==> src/rtl/arb_requester.sv <==
// Requester-side agent for the 4-way shared-resource arbiter: one burst per command, req/gnt handshake.
// Optional request timeout is enabled by defining ARB_REQ_TIMEOUT_EN.
module arb_requester #(
  parameter int LEN_W   = 4,
  parameter int GAP     = 1,
  parameter int TIMEOUT = 15
) (
  input  logic             clk,
  input  logic             rstn,
  input  logic             cmd_valid,
  input  logic [LEN_W-1:0] cmd_len,
  output logic             cmd_ready,
  output logic             req,
  input  logic             gnt,
  output logic             beat_valid,
  output logic [LEN_W-1:0] beat_idx,
  output logic             done,
  output logic             err
);

  typedef enum logic [1:0] {IDLE = 2'd0, REQ = 2'd1, XFER = 2'd2, REL = 2'd3} state_t;

  localparam int GW = (GAP > 1) ? $clog2(GAP) : 1;
  localparam logic [GW-1:0] GLAST = GW'(GAP - 1);

  if (GAP < 1) begin : g_gap_chk
    $error("arb_requester: GAP must be >= 1");
  end
  if (TIMEOUT < 1) begin : g_timeout_chk
    $error("arb_requester: TIMEOUT must be >= 1");
  end

  state_t           state;
  logic [LEN_W-1:0] len;
  logic [GW-1:0]    gap_cnt;

`ifdef ARB_REQ_TIMEOUT_EN
  localparam int WW = $clog2(TIMEOUT + 1);
  localparam logic [WW-1:0] WLAST = WW'(TIMEOUT - 1);
  logic [WW-1:0] wcnt;
`endif

  always_ff @(posedge clk) begin
    if (!rstn) begin
      state     <= IDLE;
      req       <= 1'b0;
      cmd_ready <= 1'b0;
      done      <= 1'b0;
      beat_idx  <= '0;
      gap_cnt   <= '0;
`ifdef ARB_REQ_TIMEOUT_EN
      wcnt      <= '0;
`endif
    end else begin
      done <= 1'b0;
      case (state)
        IDLE: begin
          cmd_ready <= 1'b1;
          if (cmd_valid && cmd_ready) begin
            len       <= cmd_len;
            beat_idx  <= '0;
            state     <= REQ;
            req       <= 1'b1;
            cmd_ready <= 1'b0;
`ifdef ARB_REQ_TIMEOUT_EN
            wcnt      <= '0;
`endif
          end
        end
        REQ: begin
          if (gnt) begin
            state <= XFER;
          end
`ifdef ARB_REQ_TIMEOUT_EN
          // Command is abandoned on timeout; REL still enforces the gap.
          else if (wcnt == WLAST) begin
            state   <= REL;
            req     <= 1'b0;
            gap_cnt <= '0;
          end else begin
            wcnt <= wcnt + 1'b1;
          end
`endif
        end
        XFER: begin
          if (gnt) begin
            if (beat_idx == len) begin
              state   <= REL;
              req     <= 1'b0;
              done    <= 1'b1;
              gap_cnt <= '0;
            end else begin
              beat_idx <= beat_idx + 1'b1;
            end
          end else begin
            // Grant lost: idx is held so the burst resumes without repeats.
            state <= REQ;
`ifdef ARB_REQ_TIMEOUT_EN
            wcnt  <= '0;
`endif
          end
        end
        REL: begin
          if (gap_cnt == GLAST) begin
            state     <= IDLE;
            cmd_ready <= 1'b1;
          end else begin
            gap_cnt <= gap_cnt + 1'b1;
          end
        end
        default: state <= IDLE;
      endcase
    end
  end

  assign beat_valid = (state == XFER) && gnt;

`ifdef ARB_REQ_TIMEOUT_EN
  assign err = (state == REQ) && !gnt && (wcnt == WLAST);
`else
  assign err = 1'b0;
`endif

endmodule

==> config.mk <==
export PLATFORM = sky130hd
export DESIGN_NAME = arb_requester
export DESIGN_NICKNAME = d
export VERILOG_FILES = /design/src/rtl/arb_requester.sv
export SDC_FILE = /design/constraint.sdc
export NUM_CORES = 1
export LEC_CHECK = 0
export BUFFER_PORTS_ARGS = -buffer_cell sky130_fd_sc_hd__buf_2
export CAP_MARGIN = 20
export CORE_UTILIZATION = 50
export DETAILED_ROUTE_END_ITERATION = 7
export PLACE_DENSITY = 0.75
export SETUP_SLACK_MARGIN = 0.2
export SYNTH_ARGS = -nofsm -noshare
export SYNTH_HDL_FRONTEND = slang
export SYNTH_SLANG_ARGS = --single-unit
==> constraint.sdc <==
create_clock -name clk -period 2 [get_ports clk]
set_input_delay 0.1 -clock clk [delete_from_list [all_inputs] [get_ports clk]]
set_output_delay 0.1 -clock clk [all_outputs]
set_load 0.01 [all_outputs]
==> metrics.txt <==
# TYPE chip_impl_metric gauge
chip_impl_info{name="outcome",value="finished, final reports clean"} 1
chip_impl_metric{name="postSynthRegisterBits",unit=""} 13
chip_impl_metric{name="timing.reg2reg.setup_slack",unit="ps"} 290
chip_impl_metric{name="tritoncts.num_buffers",unit=""} 3
chip_impl_metric{name="nets_in_the_synthesized_netlist",unit=""} 84
chip_impl_metric{name="timing.final.crit_period",unit="ps"} 1710
chip_impl_metric{name="port_buffers",unit=""} 15
chip_impl_metric{name="setup_viol",unit=""} 0
chip_impl_metric{name="skew",unit="ps"} 0.690
chip_impl_metric{name="place_hpwl",unit="um"} 883
chip_impl_info{name="most-common-layout-cells",value="sky130_fd_sc_hd__buf_2 (15), sky130_fd_sc_hd__dfxtp_1 (7), sky130_fd_sc_hd__nand2_1 (6)"} 1
chip_impl_info{name="kind_of_critical_path",value="register to register"} 1
chip_impl_metric{name="synth-warning-count",unit=""} 0
chip_impl_metric{name="syn_area",unit="um2"} 717
chip_impl_info{name="cts_tree",value="built"} 1
chip_impl_info{name="worst_hold_path_type",value="input pin to register"} 1
chip_impl_metric{name="synth.distinct_cells",unit=""} 37
chip_impl_metric{name="wirelength",unit="mm"} 1.33
chip_impl_metric{name="numClockSinks",unit=""} 13
chip_impl_info{name="top_usage_layer",value="met2"} 1
chip_impl_metric{name="drc_viols",unit=""} 0
chip_impl_info{name="setup.worst_path.end_class",value="register"} 1
chip_impl_metric{name="worst-r2r-cell-count",unit=""} 6
chip_impl_metric{name="power.switching_fraction",unit="%"} 35.9
chip_impl_metric{name="vias_per_cell",unit=""} 5.30
chip_impl_metric{name="holdWs",unit="ps"} 130
chip_impl_metric{name="clk_transition_reported_paths",unit="ps"} 80
chip_impl_metric{name="final_min_period_over_clock_period",unit="%"} 85.3
chip_impl_metric{name="gr-total-overflow",unit=""} 0
chip_impl_metric{name="share_seq_of_total_power",unit="%"} 42.6
chip_impl_metric{name="seq_area_frac_synth",unit="%"} 41.9
chip_impl_metric{name="p_int",unit="uW"} 530
chip_impl_metric{name="power_density_over_the_cells",unit="mW/mm2"} 954
chip_impl_metric{name="ys_async_sr_fraction",unit="%"} 0
chip_impl_metric{name="synth.avg_cell_area",unit="um2"} 10.1
chip_impl_metric{name="num_antenna_cells",unit=""} 0
chip_impl_metric{name="synth_edf_count",unit=""} 4
chip_impl_metric{name="fmaxAchievable",unit="GHz"} 0.586
chip_impl_metric{name="die_w",unit="um"} 39.9
chip_impl_info{name="rsz0062_at_grt",value="false"} 1
chip_impl_metric{name="ctsLongestPathBuffers",unit=""} 2
chip_impl_metric{name="p_sw",unit="uW"} 297
chip_impl_metric{name="max_cap_viol_count",unit=""} 0
chip_impl_metric{name="route.detailed.wl_per_inst",unit="um"} 12.6
chip_impl_info{name="crit_path_start_kind",value="register"} 1
chip_impl_info{name="final_common_cell",value="sky130_fd_sc_hd__buf_2"} 1
chip_impl_metric{name="fin_setup_tns",unit="ps"} 0
chip_impl_metric{name="max-vdd-ir-drop",unit="mV"} 0.698
chip_impl_info{name="timing.critical_path.slowest_stage_cell",value="sky130_fd_sc_hd__a2111o_1"} 1
chip_impl_metric{name="globalRouteTotalUtil",unit="%"} 18.0
chip_impl_metric{name="crit_arrival",unit="ps"} 1910
chip_impl_metric{name="drt_first_iter_violations",unit=""} 8
chip_impl_metric{name="gp_congestion",unit=""} 0.786
chip_impl_metric{name="p_comb_share",unit="%"} 37.9
chip_impl_metric{name="part_of_the_power_in_the_clock_network",unit="%"} 19.5
chip_impl_metric{name="chipHeight",unit="um"} 39.9
chip_impl_metric{name="timing.final.max_slew_violations",unit=""} 0
chip_impl_metric{name="initial_antenna_violation_count",unit=""} 0
chip_impl_metric{name="netlist_instances",unit=""} 71
chip_impl_metric{name="layout-drive-gt1-share",unit="%"} 34.4
chip_impl_info{name="cts_root_buffer",value="sky130_fd_sc_hd__clkbuf_4"} 1
chip_impl_metric{name="area_growth",unit="%"} 20.9
chip_impl_metric{name="grt_pass1_wl",unit="mm"} 1.84
chip_impl_metric{name="core",unit="mm2"} 0.00132
chip_impl_metric{name="grt_start_max_net_pins",unit=""} 11
chip_impl_metric{name="use_met2",unit="%"} 27.0
chip_impl_metric{name="ios",unit=""} 17
chip_impl_metric{name="hold-path-cell-count",unit=""} 2
chip_impl_metric{name="drt_pass1_iterations",unit=""} 4
chip_impl_metric{name="antenna_violating_nets_left",unit=""} 0
chip_impl_metric{name="use_met1",unit="%"} 22.3
chip_impl_metric{name="crit_path_max_fanout",unit=""} 5
chip_impl_metric{name="floorplan.die_area",unit="mm2"} 0.00159
chip_impl_metric{name="final_nets",unit=""} 104
chip_impl_info{name="timing.critical_path.cells",value="inv_1 -> ha_1 -> a21boi_2 -> a21o_1 -> a2111o_1 -> a21oi_1"} 1
chip_impl_metric{name="required",unit="ps"} 2200
chip_impl_metric{name="grt_util_met3",unit="%"} 10.2
chip_impl_metric{name="clock_latency",unit="ps"} 270
chip_impl_metric{name="floorplan.initialDensity",unit="%"} 54.4
chip_impl_metric{name="htree_levels",unit=""} 1
chip_impl_metric{name="fp-row-count",unit=""} 13
chip_impl_metric{name="final_hold_viol_count",unit=""} 0
chip_impl_metric{name="worst_path_largest_cell_delay",unit="ps"} 390
chip_impl_metric{name="grt_pass1_vias",unit=""} 437
chip_impl_metric{name="power.leakage",unit="uW"} 0.000384
chip_impl_metric{name="detailroute.via_count",unit=""} 556
chip_impl_info{name="synth_flop_type",value="sky130_fd_sc_hd__dfxtp_1"} 1
## cell families after synthesis
group | Yosys count | synth area share (%)
flops | 13 | 41.9
fa+ha+maj | 5 | 8.73
xor+xnor | 4 | 5.93
other cells | 1 | 0.523
buf+inv | 9 | 5.41
simple gates | 20 | 17.8
mux | 1 | 1.57
compound gates | 18 | 18.2
## power by group through the flow
stage	sequential, uW	combinational, uW	clock [uW]
finish	352	313	162
global route	357	347	182
CTS	347	302	168
detailed placement	353	295	0
global placement	348	291	0
floorplan	351	229	0
## area by class of cell
type	count	area, um2
Multi-Input combinational cell	49	384
Sequential cell	13	303
Clock buffer	3	22.5
Timing Repair Buffer	19	115
Tap cell	15	18.8
Inverter	5	18.8
Fill cell	110	450
Clock inverter	1	5.00
## metal layers
layer	up-vias	wire, um
met3	2	73
met5	-	0
met1	244	668
met2	15	576
li1	295	-
met4	0	10
## registers in the layout, summed over array words and instances (netlist names)
register,count
beat_idx,4
len,4
state,2
cmd_ready,1
done,1
req,1
## worst paths after layout
| kind | to | startpoint |
|---|---|---|
| worst min register to register | cmd_ready$_SDFFE_PN0P_ | cmd_ready$_SDFFE_PN0P_ |
| worst min-delay path | beat_idx[2]$_SDFFE_PN0P_ | rstn |
| worst max-delay path | state[1]$_SDFFE_PN0P_ | state[0]$_SDFFE_PN0P_ |
| worst max register to register | state[1]$_SDFFE_PN0P_ | state[0]$_SDFFE_PN0P_ |
## timing repair
action                                  4_1_cts  5_1_grt
resized for setup                             0        4
buffers inserted                              0        0
endpoints found under the setup margin        0        3
hold endpoints to repair                      4        0
hold buffers                                  4        0
## through the flow
step	instances	power, uW	worst slack, ps	util (%)	cell area, um2
3_5_place_dp	97	648	214	60.0	791
2_1_floorplan	71	580	352	-	717
3_3_place_gp	97	639	297	60.0	791
5_1_grt	105	887	209	65.8	867
4_1_cts	105	816	200	65.1	858
6_report	105	827	293	65.8	867
## worst max-delay path, delay by kind of cell, from the launching register on
kind,cells,cell delay [ps]
AOI/OAI and AO/OA,4,950
DFF,1,350
adders and majority gates,1,250
buffers and inverters,1,80
## synth_stat cells, types with 2 or more instances
cell,count,area (um2)
sky130_fd_sc_hd__dfxtp_1,9,180
sky130_fd_sc_hd__nand2_1,6,22.5
sky130_fd_sc_hd__ha_1,5,62.6
sky130_fd_sc_hd__inv_1,5,18.8
sky130_fd_sc_hd__a21oi_1,4,20.0
sky130_fd_sc_hd__edfxtp_1,4,120
sky130_fd_sc_hd__xnor2_1,3,26.3
sky130_fd_sc_hd__a21o_2,2,17.5
sky130_fd_sc_hd__clkbuf_1,2,7.51
sky130_fd_sc_hd__nor2_1,2,7.51
sky130_fd_sc_hd__nor4b_1,2,17.5
sky130_fd_sc_hd__o21ai_0,2,10.0
No activity file was read; power rests on OpenSTA's default activity.
